--- src/rtl/muldiv_pkg.sv ---
// muldiv_pkg: shared types for the iterative multiply/divide unit.
//   md_op_t    - operation code, encoded exactly as the RV32M/RV64M funct3 field
//                so the decoder can pass funct3 straight through.
//   md_state_t - control state of the unit (IDLE, CALC, DONE).
//   Helpers classify an operation as divide, remainder, or signed on A/B.
package muldiv_pkg;

  typedef enum logic [2:0] {
    MUL    = 3'd0,
    MULH   = 3'd1,
    MULHSU = 3'd2,
    MULHU  = 3'd3,
    DIV    = 3'd4,
    DIVU   = 3'd5,
    REM    = 3'd6,
    REMU   = 3'd7
  } md_op_t;

  typedef enum logic [1:0] {
    IDLE,
    CALC,
    DONE
  } md_state_t;

  function automatic logic is_div(input md_op_t op);
    return op inside {DIV, DIVU, REM, REMU};
  endfunction

  function automatic logic is_rem(input md_op_t op);
    return op inside {REM, REMU};
  endfunction

  function automatic logic a_signed(input md_op_t op);
    return op inside {MUL, MULH, MULHSU, DIV, REM};
  endfunction

  function automatic logic b_signed(input md_op_t op);
    return op inside {MUL, MULH, DIV, REM};
  endfunction

endpackage

--- src/rtl/muldiv_unit.sv ---
// muldiv_unit: iterative RV32M/RV64M multiply/divide unit.
//   One operation at a time: accepted in IDLE over in_valid/in_ready, computed
//   over XLEN cycles (shift-add multiply or restoring divide on operand
//   magnitudes, one shared XLEN+1-bit adder), then held in DONE until
//   out_valid/out_ready transfers it. Divide-by-zero and signed overflow
//   skip CALC and reach DONE after one cycle. flush returns to IDLE from any
//   state and drops any pending result.
// Ports:
//   clk, rst        - clock, synchronous active-high reset
//   flush           - abort current operation
//   in_valid/ready  - request handshake (in_ready high only in IDLE)
//   op, A, B        - operation (funct3), rs1, rs2
//   out_valid/ready - result handshake (out_valid high only in DONE)
//   result          - operation result
//   div_by_zero     - divide/remainder with B == 0
module muldiv_unit
  import muldiv_pkg::*;
#(
  parameter int XLEN = 32
) (
  input  logic            clk,
  input  logic            rst,
  input  logic            flush,
  input  logic            in_valid,
  output logic            in_ready,
  input  md_op_t          op,
  input  logic [XLEN-1:0] A,
  input  logic [XLEN-1:0] B,
  output logic            out_valid,
  input  logic            out_ready,
  output logic [XLEN-1:0] result,
  output logic            div_by_zero
);

  localparam int CW = $clog2(XLEN);

  md_state_t       state_q, state_d;
  md_op_t          op_q, op_d;
  logic [CW-1:0]   cnt_q, cnt_d;
  // Multiply: {hi, lo} is the product register, lo starts as the multiplier.
  // Divide:   hi is the partial remainder, lo shifts the dividend out and
  //           the quotient in.
  logic [XLEN-1:0] hi_q, hi_d, lo_q, lo_d;
  logic [XLEN-1:0] b_q, b_d;       // multiplicand or divisor magnitude
  logic            neg_q, neg_d;   // negate the selected result at the end
  logic [XLEN-1:0] result_q, result_d;
  logic            dbz_q, dbz_d;

  // Operand decode for the request at the input.
  logic            neg_a, neg_b;
  logic [XLEN-1:0] mag_a, mag_b;
  logic            div_ovf;

  assign neg_a   = a_signed(op) & A[XLEN-1];
  assign neg_b   = b_signed(op) & B[XLEN-1];
  assign mag_a   = neg_a ? -A : A;
  assign mag_b   = neg_b ? -B : B;
  assign div_ovf = (op inside {DIV, REM}) && (A == {1'b1, {(XLEN-1){1'b0}}}) && (B == '1);

  // Shared adder/subtractor; bit XLEN+1 is the carry-out, which on a
  // subtract means "no borrow", i.e. the trial remainder is non-negative.
  logic [XLEN:0]   add_a, add_b;
  logic            add_sub;
  logic [XLEN+1:0] add_res;

  assign add_res = {1'b0, add_a} + {1'b0, add_b ^ {(XLEN+1){add_sub}}}
                 + {{(XLEN+1){1'b0}}, add_sub};

  logic [2*XLEN-1:0] prod_s;
  logic [XLEN-1:0]   quo_s, rem_s;

  // NOTE: every variable gets a default at the top, so no path infers a latch.
  always_comb begin
    state_d  = state_q;
    op_d     = op_q;
    cnt_d    = cnt_q;
    hi_d     = hi_q;
    lo_d     = lo_q;
    b_d      = b_q;
    neg_d    = neg_q;
    result_d = result_q;
    dbz_d    = dbz_q;
    add_a    = '0;
    add_b    = '0;
    add_sub  = 1'b0;
    prod_s   = '0;
    quo_s    = '0;
    rem_s    = '0;

    unique case (state_q)
      IDLE: begin
        if (in_valid) begin
          op_d  = op;
          cnt_d = '0;
          dbz_d = 1'b0;
          hi_d  = '0;
          lo_d  = is_div(op) ? mag_a : mag_b;
          b_d   = is_div(op) ? mag_b : mag_a;
          neg_d = is_rem(op) ? neg_a : (neg_a ^ neg_b);
          if (is_div(op) && (B == '0)) begin
            state_d  = DONE;
            dbz_d    = 1'b1;
            result_d = is_rem(op) ? A : '1;
          end else if (div_ovf) begin
            state_d  = DONE;
            result_d = is_rem(op) ? '0 : A;
          end else begin
            state_d = CALC;
          end
        end
      end

      CALC: begin
        if (is_div(op_q)) begin
          add_a   = {hi_q, lo_q[XLEN-1]};
          add_b   = {1'b0, b_q};
          add_sub = 1'b1;
          hi_d    = add_res[XLEN+1] ? add_res[XLEN-1:0] : add_a[XLEN-1:0];
          lo_d    = {lo_q[XLEN-2:0], add_res[XLEN+1]};
        end else begin
          add_a = {1'b0, hi_q};
          add_b = lo_q[0] ? {1'b0, b_q} : '0;
          hi_d  = add_res[XLEN:1];
          lo_d  = {add_res[0], lo_q[XLEN-1:1]};
        end
        cnt_d = cnt_q + CW'(1);

        if (cnt_q == CW'(XLEN-1)) begin
          // Sign fix and output select use the final step's values directly.
          prod_s  = neg_q ? -{hi_d, lo_d} : {hi_d, lo_d};
          quo_s   = neg_q ? -lo_d : lo_d;
          rem_s   = neg_q ? -hi_d : hi_d;
          state_d = DONE;
          unique case (op_q)
            MUL:                  result_d = prod_s[XLEN-1:0];
            MULH, MULHSU, MULHU:  result_d = prod_s[2*XLEN-1:XLEN];
            DIV, DIVU:            result_d = quo_s;
            REM, REMU:            result_d = rem_s;
          endcase
        end
      end

      DONE: begin
        if (out_ready) state_d = IDLE;
      end

      default: state_d = IDLE;
    endcase

    // flush wins over both handshakes.
    if (flush) state_d = IDLE;
  end

  // NOTE: non-blocking assignments so every register samples pre-edge values.
  always_ff @(posedge clk) begin
    if (rst) begin
      state_q  <= IDLE;
      op_q     <= MUL;
      cnt_q    <= '0;
      hi_q     <= '0;
      lo_q     <= '0;
      b_q      <= '0;
      neg_q    <= 1'b0;
      result_q <= '0;
      dbz_q    <= 1'b0;
    end else begin
      state_q  <= state_d;
      op_q     <= op_d;
      cnt_q    <= cnt_d;
      hi_q     <= hi_d;
      lo_q     <= lo_d;
      b_q      <= b_d;
      neg_q    <= neg_d;
      result_q <= result_d;
      dbz_q    <= dbz_d;
    end
  end

  assign in_ready    = (state_q == IDLE);
  assign out_valid   = (state_q == DONE);
  assign result      = result_q;
  assign div_by_zero = dbz_q;

endmodule
--- config.mk ---
export PLATFORM = sky130hd
export DESIGN_NAME = muldiv_unit
export DESIGN_NICKNAME = d
export VERILOG_FILES = /design/src/rtl/muldiv_pkg.sv /design/src/rtl/muldiv_unit.sv
export SDC_FILE = /design/constraint.sdc
export NUM_CORES = 1
export LEC_CHECK = 0
export BUFFER_PORTS_ARGS = -buffer_cell sky130_fd_sc_hd__buf_2
export CAP_MARGIN = 20
export CORE_MARGIN = 2
export CORE_UTILIZATION = 41
export CTS_CLUSTER_SIZE = 25
export DETAILED_ROUTE_END_ITERATION = 8
export HOLD_SLACK_MARGIN = 0.06
export PLACE_DENSITY_LB_ADDON = 0.08
export SLEW_MARGIN = 5
export SYNTH_ARGS = -nofsm -noshare
export SYNTH_HDL_FRONTEND = slang
export SYNTH_SLANG_ARGS = --single-unit
--- constraint.sdc ---
create_clock -name clk -period 15.41 [get_ports clk]
set_input_delay 3.082 -clock clk [delete_from_list [all_inputs] [get_ports clk]]
set_output_delay 3.082 -clock clk [all_outputs]
set_load 0.02 [all_outputs]
* After elaboration in Yosys (flattened, before gate mapping)
Cells that the tools add are included.
Cells by class: reductions and logical operators 22, multipliers 0, equality and inequality tests 22, div/mod/pow operators 0, muxes and demuxes 41, bitwise logic cells 4, add/sub/neg operators 8, $lt $le $gt $ge 0, shift operators 0
Operator list (count):
- $mux W32 | 22
- $pmux W32 S2 | 3
- $neg A32 Y32 | 4
- $pmux W32 S4 | 1
- $mux W33 | 2
- $eq A32 B32 Y1 const B | 2
- $mux W64 | 1
- $neg A64 Y64 | 1
- $add A33 B33 Y34 | 1
- $add A34 B1 Y34 | 1
- $xor A33 B33 Y33 | 1
- $logic_not A32 Y1 | 1
- $eq A3 B3 Y1 const B | 8
- $reduce_bool A4 Y1 | 3
- $mux W2 | 5
- $pmux W5 S2 | 1
- $eq A3 B2 Y1 const B | 3
- $eq A3 B1 Y1 const B | 2
- $logic_not A3 Y1 | 2
- $pmux W2 S3 | 1
- $reduce_bool A2 Y1 | 3
- $reduce_or A2 Y1 | 3
- $add A5 B1 Y5 const B | 1
- $eq A5 B5 Y1 const B | 1
- 16 further kinds | 24
Word-level totals: bits in read-only memories 0, bits in latches 0, memories 0, bits in writable memories 0, logic and storage cells 106, register bits 140

* Longest topological paths before layout
Gate-level depths: netlist (run 1).
depth in word-level cells 15, depth in mapped cells 33

* Least setup slack after synthesis (run 1)
Ideal clock, no wire load.
path type register to register, from reg op_q[2], to reg result_q[28], in the netlist result[28], library setup time 86 ps, stages on the path, launching flop included 31, period minus slack after synthesis 8081 ps, path buffers 14, data arrival time 7995 ps, setup slack 7329 ps, path through dfxtp_1 buf_2 buf_2 buf_1 clkbuf_1 clkbuf_1 buf_1 buf_1 buf_2 buf_2 buf_2 buf_1 mux2i_1 nor2_1 ha_1 a211o_1 a21oi_2 a21boi_4 nand2_4 or3_1 o221a_2 or4b_1 buf_2 nand2b_4 buf_6 or4_4 buf_6 o31ai_2 xnor2_1 o221ai_1 a211oi_1
Between the ends: longest elaborated chain between the ends 15, elaborated cells on any way between the ends 35
RTL lines:
- start: declaration | line muldiv_unit.sv:38 | md_op_t op_q, op_d;
- start signal: assignment | line muldiv_unit.sv:168 | op_q <= op_d;
- $eq A3 B3 Y1 | line muldiv_pkg.sv:26, muldiv_unit.sv:134
- $reduce_bool A4 Y1 | line muldiv_pkg.sv:26 | return op inside {DIV, DIVU, REM, REMU};
- $mux W32 or $mux W1 (tied branches) | line muldiv_unit.sv:114 | if (is_div(op_q)) begin
- $mux W32 or $mux W1 (tied branches) | line muldiv_unit.sv:90 | unique case (state_q)
- $xor A33 B33 Y33 | line muldiv_unit.sv:66 | assign add_res = {1'b0, add_a} + {1'b0, add_b ^ {(XLEN+1){add_sub}}}
- $add A33 B33 Y34 | line muldiv_unit.sv:66
- $add A34 B1 Y34 | line muldiv_unit.sv:67 | + {{(XLEN+1){1'b0}}, add_sub};
- $mux W32 | line muldiv_unit.sv:118 | hi_d = add_res[XLEN+1] ? add_res[XLEN-1:0] : add_a[XLEN-1:0];
- $mux W32 | line muldiv_unit.sv:114
- $mux W32 | line muldiv_unit.sv:90
- $neg A64 Y64 or $neg A32 Y32 (tied branches) | line muldiv_unit.sv:130, muldiv_unit.sv:132
- $mux W64 or $mux W32 (tied branches) | line muldiv_unit.sv:130, muldiv_unit.sv:132
- $pmux W32 S4 (*) | line muldiv_unit.sv:134 | unique case (op_q)
- $mux W32 (*) | line muldiv_unit.sv:128 | if (cnt_q == CW'(XLEN-1)) begin
- $pmux W32 S2 (*) | line muldiv_unit.sv:90
- end signal: assignment | line muldiv_unit.sv:174 | result_q <= result_d;
- end: declaration | line muldiv_unit.sv:46 | logic [XLEN-1:0] result_q, result_d;
Every way passes the cells marked *; elsewhere a longest branch is shown, timed or not. The select of a mux whose other input is x is not followed. A chain may end at the register's enable or synchronous reset.

* Worst setup path in the final report (run 1)
from reg op_q[2], to reg result_q[6], in the netlist result[6]
Same word-level chain as after synthesis.

==> summary.md, run 1 <==
| Metric | Value |
|---|---|
| Power Total | 1.22 mW |
| Final HPWL DP | between 50,000 and 60,000 µm |
| Clock Path Buffers | 2 |
| Fin crit share | 0.522 |
| Drt total wl | approximately 70,000 µm |
| RSZ-0062 raised after global routing | no |
| EDFF count, synth | 0 |
| CP Data Required Time | approximately 16 ns |
| Initial core utilization | 0.415 |
| Main synth FF type | dfxtp_1 |
| Synth top area cells | dfxtp_1, nor2_1, xnor2_1 |
| Boundary Pins | between 100 and 150 |
| Max-cap violations | 0 |
| Die height | 193 µm |
| Final setup fails | 0 |
| Highest Clock Rate | approximately 120 MHz |
| Final Wtd Congestion | around 1 |
| Post CTS Setup Buffer Count | 0 |
| Synthesized flop and latch total | between 100 and 150 |
| Layout cell share with drive strength beyond 1 | 0.116 |
| Vias in the first global route | 15,500 |
| Most common cell in the synthesized netlist | nor2_1 |
| Ys Warns | 0 |
| Final Max Slew Viols | 0 |
| Synth cell count leaders | nor2_1, nand2_1, a21oi_1, o21ai_0, dfxtp_1 |
| 1st-pass router iterations | 7 |
| Status | finished, final reports clean |
| Hold Crit Class | register to register |
| Post-synth net total | about 2,200 |
| FP Rows | 69 |
| Cell area after synthesis | ~15,000 µm² |
| Async SR Flop Fraction | 0 |
| Fin. Hold Viols | 0 |
| Slew headroom | 0.233 |
| Routed Antenna Nets | 0 |
| Min Tclk post-route | 8.04 ns |
| Iter 0 DRT Violations | around 2,000 |
| ANT cells | 0 |
| Multi-input logic area | about 11,000 µm² |
| Avg WL per Cell | roughly 27 µm |
| Largest net degree at the start of global routing | roughly 160 |
| Avg Synthesized Cell Area | roughly 7 µm² |
| Num CTS Buffers | 17 |
| Area leader, netlist | dfxtp_1 |
| CTS clock-pin slew for the worst setup and hold paths | 0.07 ns |
| # resized after CTS | 0 |
| Clk Latency, worst-skew pair | ~0.46 ns |
| Clock tree sinks | 140 |
| Fin Hold WS | roughly 0.46 ns |
| Root Buffer | clkbuf_16 |
| Worst setup EP type | register |
| Leak pwr | 5.93 nW |
| Final setup margin | 7.37 ns |
| # fillers | roughly 3,800 |
| Setup TNS | 0 ns |
| Core area | roughly 35,000 µm² |
| Post-Place Cells | between 2,000 and 3,000 |
| Pwr per Cell Area | 76.5 nW/µm² |
| CTS tree | yes |
| Crit path DAT | approximately 8.4 ns |
| Pre-CTS setup slack | ~7.6 ns |
| Critical path fanouts, max | 154 |
| PortBufs | 106 |
| Crit path launch type | register |
| Cts hold-fix bufs | 0 |
| Area delta synth->final | 8.80% |
| Via count | 16,500 |
| Storage element area | about 2800 µm² |
| Initial antenna violation count | 0 |
| Worst Tran Pin Value | between 1 and 1.5 ns |
| Sequential-to-total area share from yosys stat | 0.191 |
| First-pass GRT wire length | around 100,000 µm |
| Skew final | ~0.014 ns |
| Synth unique cells | 93 |
| Fin cells | ~2,600 |
| Die area | between 30,000 and 40,000 µm² |
| Vias per cell | between 6 and 7 |
| Die width | slightly below 200 µm |
| DRC | 0 |
| Htree depth | 4 |
| Yosys top cell area share | 0.191 |
| Gr ovfl total | 0 |
| All-Layer GR Usage | 0.352 |
| Fin nets | approximately 2,200 |
| VDD IR max | 0.0776 mV |
| Crit Path Class | register to register |
| Post-synthesis cell count | ~2,100 |
## critical path, stage by stage (launching register included)
cell	delay [ns]
dfxtp_4	0.64
buf_12	0.65
inv_1	0.12
buf_4	0.36
a21oi_1	0.34
nor2_1	0.10
ha_1	0.45
a21oi_1	0.29
o21ai_1	0.21
a22oi_2	0.27
o21ai_1	0.21
o21ai_0	0.65
nand2b_1	0.31
inv_1	0.14
ha_1	0.23
nand3_1	0.17
or2_2	0.41
or3_1	0.68
o41ai_1	0.43
xnor2_1	0.11
a22oi_1	0.44
o21ai_0	0.25
a22oi_1	0.21
nor2_1	0.05
## sequential cells by signal, indices dropped and copies added, names as in the netlist
register and cells:
b_q 32, hi_q 32, lo_q 32, result 32
cnt_q 5, op_q 3, state_q 2, div_by_zero 1
neg_q 1
## metal layers
metal / GRT usage / vias up / wire length (µm)
met2: 0.565 / 792 / 31100
met5: 0 / - / 0
met1: 0.455 / 7882 / 28200
li1: - / 7706 / -
met4: 0.192 / 0 / 3960
met3: 0.0500 / 137 / 4900
## per-stage QoR
stage | util | area, µm²
after floorplan | - | 14700
after global placement | 0.435 | 15400
after detailed placement | 0.436 | 15400
after CTS | 0.452 | 16000
after global routing | 0.452 | 16000
final | 0.452 | 16000
## path summary, 6_finish.rpt
check                  from        end  slack [ns]  cells past startpoint
setup / recovery    op_q[2]  result[6]        7.37                     23
hold / removal    result[4]  result[4]        0.46                      2
setup reg to reg    op_q[2]  result[6]        7.37                     23
hold reg to reg   result[4]  result[4]        0.46                      2
## power by group
group,switching (mW),internal (mW),total (mW)
clock network,0.206,0.215,0.421
logic,0.272,0.126,0.398
registers,0.0230,0.380,0.403
total,0.501,0.721,1.22
## layout make-up
| cell class | count | area share |
|---|---|---|
| Sequential cell | 140 | 0.176 |
| Tap cell | 461 | 0.0361 |
| Inverter | 25 | 0.00587 |
| Multi-Input combinational cell | 1774 | 0.701 |
| Clock buffer | 17 | 0.0266 |
| Timing Repair Buffer | 129 | 0.0454 |
| Clock inverter | 15 | 0.00931 |
## kinds of logic (layout without fill, tap and decap cells)
family	Yosys count	in the layout	synth area share
mux	86	86	0.0606
fa+ha+maj	39	39	0.0337
buf+inv	176	186	0.0478
simple gates	790	790	0.252
flops	140	140	0.191
xor+xnor	173	173	0.103
compound gates	686	686	0.312
## cell usage in the layout (no fill, tap or decap), types with 8 or more instances in the layout
cell type	instances
and2_1	19
xnor2_1	111
a211oi_1	30
o31ai_1	24
o21ai_0	141
o21a_1	16
or4_1	13
nand4_1	20
o41ai_1	16
o211ai_1	33
a221oi_1	13
nor2b_1	9
buf_2	105
nand3_1	35
mux2i_1	62
ha_1	38
a31oi_1	19
a21o_1	17
a222oi_1	24
a21oi_1	185
xor2_1	62
o21ai_1	10
o2111ai_1	8
dfxtp_1	138
o22ai_1	9
nor4_1	23
inv_1	25
nor3_1	48
a211o_1	10
clkbuf_16	17
nand2b_1	18
o221ai_1	13
or2_2	19
a22oi_1	35
nor2_1	302
or3_1	25
nand2_1	211
mux2_2	24
buf_4	22
o21bai_1	10
Power figures use the tool's default switching activity.
==> inputs of run 2 (changes only) <==
- clock period: 15.41 -> 7.71 ns (I/O delays scaled with it)
==> summary.md, run 2 (synthesized netlist as in run 1, its figures left out) <==
| Metric | Value |
|---|---|
| Clk Latency, worst-skew pair | roughly 0.46 ns |
| Final setup margin | around 0.83 ns |
| Critical-path cell list | o21ai_2 -> buf_4 -> nor2_1 -> ha_1 -> a21oi_1 -> o21ai_1 -> a22oi_2 -> o21ai_1 -> o21ai_0 -> nand2b_1 -> inv_1 -> ha_1 -> nand3_1 -> or2_2 -> or3_1 -> o41ai_1 -> xnor2_1 -> a22oi_1 -> o21ai_0 -> a22oi_1 -> nor2_1 |
| DRC | 0 |
| Max stage delay on crit path | ~0.67 ns |
| RSZ-0062 raised after global routing | no |
| CP Data Required Time | 8.10 ns |
| Initial antenna violation count | 2 |
| Combinational share of power | 0.312 |
| Status | finished, final reports clean |
| Crit path launch type | register |
| FP Rows | between 60 and 70 |
| Vias in the first global route | 15,800 |
| Fin. Hold Viols | 0 |
| Hold Crit Class | register to register |
| Layout cell share with drive strength beyond 1 | 0.122 |
| Vias per cell | between 6 and 7 |
| All-Layer GR Usage | 0.356 |
| Final HPWL DP | ~53,000 µm |
| Leak pwr | between 6 and 7 nW |
| Die width | just under 200 µm |
| # resized after CTS | 0 |
| Routed Antenna Nets | 0 |
| Psw | ~1000 µW |
| Worst path slowest cell | or3_1 |
| Part of the power in registers | 0.322 |
| Most frequent cells in the layout | nor2_1, nand2_1, a21oi_1 |
| Fin util | 0.456 |
| Cts hold-fix bufs | 0 |
| Via count | around 17,000 |
| Fin crit share | 0.892 |
| Setup TNS | 0 ns |
| Drt total wl | around 68,000 µm |
| Fin nets | 2,214 |
| First-pass GRT wire length | a little over 100,000 µm |
| Boundary Pins | between 100 and 150 |
| Skew final | 0.0125 ns |
| Iter 0 DRT Violations | approximately 1,900 |
| Die height | a little under 200 µm |
| Crit path buf inv count | 2 |
| Gr ovfl total | 0 |
| Highest Clock Rate | 145 MHz |
| Clock tree sinks | 140 |
| Max-cap violations | 0 |
| PortBufs | approximately 110 |
| Core area | 35,400 µm² |
| Crit path DAT | a little over 7 ns |
| Post-route design area | approximately 16,000 µm² |
| Pwr per Cell Area | ~160 nW/µm² |
| Largest net degree at the start of global routing | 77 |
| Crit Path Class | register to register |
| VDD IR max | ~0.18 mV |
| Power Internal | 1.51 mW |
| Root Buffer | clkbuf_16 |
| Final setup fails | 0 |
| Initial core utilization | 0.415 |
| Fin Hold WS | roughly 0.45 ns |
| 1st-pass router iterations | 8 |
| Avg WL per Cell | 26.3 µm |
| Post-DP Area | roughly 16,000 µm² |
| Final Wtd Congestion | between 0.9 and 1 |
| Pre-CTS setup slack | about 1.1 ns |
| Worst Tran Pin Value | around 0.9 ns |
| Area delta synth->final | 9.76% |
| Clk pwr share | 0.366 |
| # fillers | 3,744 |
| Post CTS Setup Buffer Count | 0 |
| Commonest non-fill, non-tap cell in the layout | nor2_1 |
| ANT cells | 0 |
| Htree depth | 4 |
| Final Max Slew Viols | 0 |
| CTS clock-pin slew for the worst setup and hold paths | about 0.070 ns |
| Num CTS Buffers | 17 |
| Die area | 37,400 µm² |
| Min Tclk post-route | 6.88 ns |
| Worst setup EP type | register |
| Critical path fanouts, max | 37 |
| CTS tree | yes |
| CP delay by family, top | compound AO/OA/AOI/OAI gates |
| Slew headroom | 0.386 |
| Sw frac | 0.397 |
| Clock Path Buffers | 2 |
run 2: changes by cell type in the layout (fill, tap and decap cells not counted):
cell,previous run,this run
buf_12,1,0
buf_4,22,40
buf_8,1,0
bufinv_16,0,2
clkinv_2,1,0
clkinv_4,2,0
clkinv_8,2,0
clkinvlp_4,1,2
inv_6,6,4
inv_8,3,7
run 2: final cells by class:
cell class | count | area [µm²] | area share
Multi-Input combinational cell | 1774 | 11200 | 0.695
Tap cell | 461 | 577 | 0.0358
Sequential cell | 140 | 2810 | 0.174
Timing Repair Buffer | 145 | 826 | 0.0512
Inverter | 25 | 93.8 | 0.00582
Clock inverter | 15 | 189 | 0.0117
Clock buffer | 17 | 425 | 0.0264
run 2: power groups by stage:
stage | logic [mW] | registers, mW | clock network [mW]
floorplan | 0.501 | 0.809 | 0
global placement | 0.755 | 0.823 | 0
detailed placement | 0.755 | 0.823 | 0
CTS | 0.758 | 0.807 | 0.922
global route | 0.835 | 0.813 | 0.947
finish | 0.780 | 0.808 | 0.917
run 2: worst register-to-register path: cells and delay by family (launching register included):
family	cells	cell delay, ns
AO/OA/AOI/OAI	10	3.35
adder cells (fa/ha/maj)	2	0.62
XOR/XNOR	1	0.16
buffers and inverters	2	0.48
flip-flops	1	0.53
AND/OR/NAND/NOR	6	1.66
run 2: final timing paths:
path	startpoint	to	slack, ns	cells after the start
setup / recovery	op_q[2]	result[6]	0.83	21
setup reg to reg	op_q[2]	result[6]	0.83	21
hold / removal	result[3]	result[3]	0.45	2
hold reg to reg	result[3]	result[3]	0.45	2
run 2: routing by layer:
layer / vias to the layer above / routed length [µm] / GRT usage
li1: 7749 / - / -
met1: 7967 / 28600 / 0.458
met2: 785 / 30600 / 0.572
met3: 180 / 4540 / 0.0533
met4: 2 / 4150 / 0.196
met5: - / 9 / 0
run 2: metrics by stage:
step	total power [mW]	cells
floorplan	1.31	2090
global placement	1.58	2545
detailed placement	1.58	2545
CTS	2.49	2577
global route	2.59	2577
finish	2.51	2577
==> inputs of run 3 (changes only) <==
- REMOVE_ABC_BUFFERS: default -> 1
==> summary.md, run 3 (synthesized netlist as in run 1, its figures left out) <==
| Metric | Value |
|---|---|
| Initial antenna violation count | 0 |
| Die width | 193 µm |
| Min Tclk post-route | 6.95 ns |
| Largest net degree at the start of global routing | 82 |
| # resized after CTS | 0 |
| Clk Latency, worst-skew pair | around 0.46 ns |
| Cts hold-fix bufs | 0 |
| Clock tree sinks | 140 |
| Avg WL per Cell | 23.8 µm |
| Max-cap violations | 0 |
| # fillers | ~3,700 |
| Most frequent cells in the layout | nor2_1, nand2_1, a21oi_1 |
| Num CTS Buffers | 17 |
| Critical path fanouts, max | 60 |
| Drt total wl | about 61,000 µm |
| Final Wtd Congestion | 0.977 |
| Slew headroom | 0.355 |
| Fin crit share | 0.902 |
| Area delta synth->final | 9.54% |
| RSZ-0062 raised after global routing | no |
| Multi-input logic area | 11,200 µm² |
| Htree depth | 4 |
| Final HPWL DP | roughly 47,000 µm |
| Core area | 35,400 µm² |
| Vias in the first global route | about 15,000 |
| Boundary Pins | ~110 |
| CTS tree | yes |
| Post-Place Cells | about 2,500 |
| Setup TNS | 0 ns |
| Post CTS Setup Buffer Count | 0 |
| Die area | ~37,000 µm² |
| Storage element area | ~2800 µm² |
| Vias per cell | between 6 and 7 |
| Pwr per Cell Area | approximately 150 nW/µm² |
| CP Data Required Time | 8.06 ns |
| Commonest non-fill, non-tap cell in the layout | nor2_1 |
| Status | finished, final reports clean |
| Die height | about 190 µm |
| CTS clock-pin slew for the worst setup and hold paths | ~0.07 ns |
| Crit Path Class | register to register |
| Crit path DAT | ~7.3 ns |
| Fin. Hold Viols | 0 |
| Worst setup EP type | register |
| Gr ovfl total | 0 |
| Routed Antenna Nets | 0 |
| VDD IR max | between 0.1 and 0.15 mV |
| Initial core utilization | 0.415 |
| Worst path slowest cell | dfxtp_4 |
| Iter 0 DRT Violations | 1,843 |
| Crit path launch type | register |
| FP Rows | slightly below 70 |
| Highest Clock Rate | between 100 and 150 MHz |
| Final Max Slew Viols | 0 |
| PortBufs | approximately 110 |
| All-Layer GR Usage | 0.317 |
| First-pass GRT wire length | 93,100 µm |
| Leak pwr | between 5 and 6 nW |
| Root Buffer | clkbuf_16 |
| 1st-pass router iterations | 6 |
| Layout cell share with drive strength beyond 1 | 0.119 |
| ANT cells | 0 |
| Fin cells | around 2,600 |
| Hold Crit Class | register to register |
| Max stage delay on crit path | 0.85 ns |
| Critical-path cell list | buf_4 -> mux2i_1 -> nor2_1 -> ha_1 -> a21oi_1 -> o21a_1 -> o221a_2 -> o21ai_1 -> o21ai_0 -> nand2b_1 -> inv_1 -> ha_1 -> nand3_1 -> or2_2 -> or3_1 -> nand2_1 -> nor2_1 -> a21oi_1 -> xnor2_1 -> o21ai_0 -> nand2_1 -> a311oi_1 |
| Worst Tran Pin Value | approximately 0.97 ns |
| Skew final | 0.0143 ns |
| Via count | between 15,000 and 20,000 |
| Fin nets | between 2,000 and 2,500 |
| DRC | 0 |
| Clock Path Buffers | 2 |
| Final setup fails | 0 |
[run 3: changes by cell type in the layout (fill, tap and decap cells not counted), sizes merged]
cell | before | now
buf | 145 | 139
clkbuf | 17 | 19
clkinv | 0 | 3
clkinvlp | 2 | 3
inv | 36 | 28
bufinv | 2 | 3
[run 3: cell type report]
class                   count  area share
clock buffers              19      0.0282
multi-input cells        1774       0.696
inverters                  25     0.00583
clock inverters            12      0.0100
repair buffers            139      0.0493
flip-flops and latches    140       0.174
well taps                 461      0.0358
[run 3: worst paths after layout]
check,from,endpoint,slack [ns],depth (start not counted)
max,op_q[2],result[2],0.76,22
min,result[8],result[8],0.46,2
max reg2reg,op_q[2],result[2],0.76,22
min reg2reg,result[8],result[8],0.46,2
[run 3: stage by stage]
| stage | cell area [µm²] | total power, mW | hold slack, ns | util | setup WS [ns] |
|---|---|---|---|---|---|
| 6_report | 16100 | 2.45 | 0.458 | 0.455 | 0.755 |
| 5_1_grt | 16100 | 2.55 | 0.474 | 0.455 | 0.327 |
| 4_1_cts | 16100 | 2.44 | 0.459 | 0.455 | 0.873 |
| 3_5_place_dp | 15500 | 1.55 | 0.450 | 0.437 | 0.911 |
| 3_3_place_gp | 15500 | 1.54 | 0.444 | 0.437 | 1.05 |
| 2_1_floorplan | 14100 | 1.28 | 0.437 | - | -4.07 |
[run 3: metal layers]
| metal | vias up | wire [µm] | global-route usage | share of wire |
|---|---|---|---|---|
| li1 | 7755 | - | - | - |
| met1 | 7813 | 28700 | 0.463 | 0.47 |
| met2 | 649 | 27200 | 0.491 | 0.44 |
| met3 | 80 | 3900 | 0.0363 | 0.064 |
| met4 | 0 | 1440 | 0.0905 | 0.024 |
| met5 | - | 0 | 0 | 0 |
[run 3: worst max-delay path: cells and delay by family (launching register included)]
kind | cells | cell delay [ns]
adder cells (fa/ha/maj) | 2 | 0.65
AND/OR/NAND/NOR | 8 | 2.03
AO/OA/AOI/OAI | 8 | 2.36
XOR/XNOR | 1 | 0.10
buffers and inverters | 2 | 0.56
multiplexers | 1 | 0.24
flip-flops | 1 | 0.85
[run 3: where the power goes]
part | switching, mW | internal [mW] | total [mW] | leakage [nW]
sequential | 0.0530 | 0.761 | 0.814 | 1.14
clock | 0.368 | 0.530 | 0.898 | 0.292
combinational | 0.483 | 0.254 | 0.737 | 4.55
total | 0.904 | 1.54 | 2.45 | 5.99
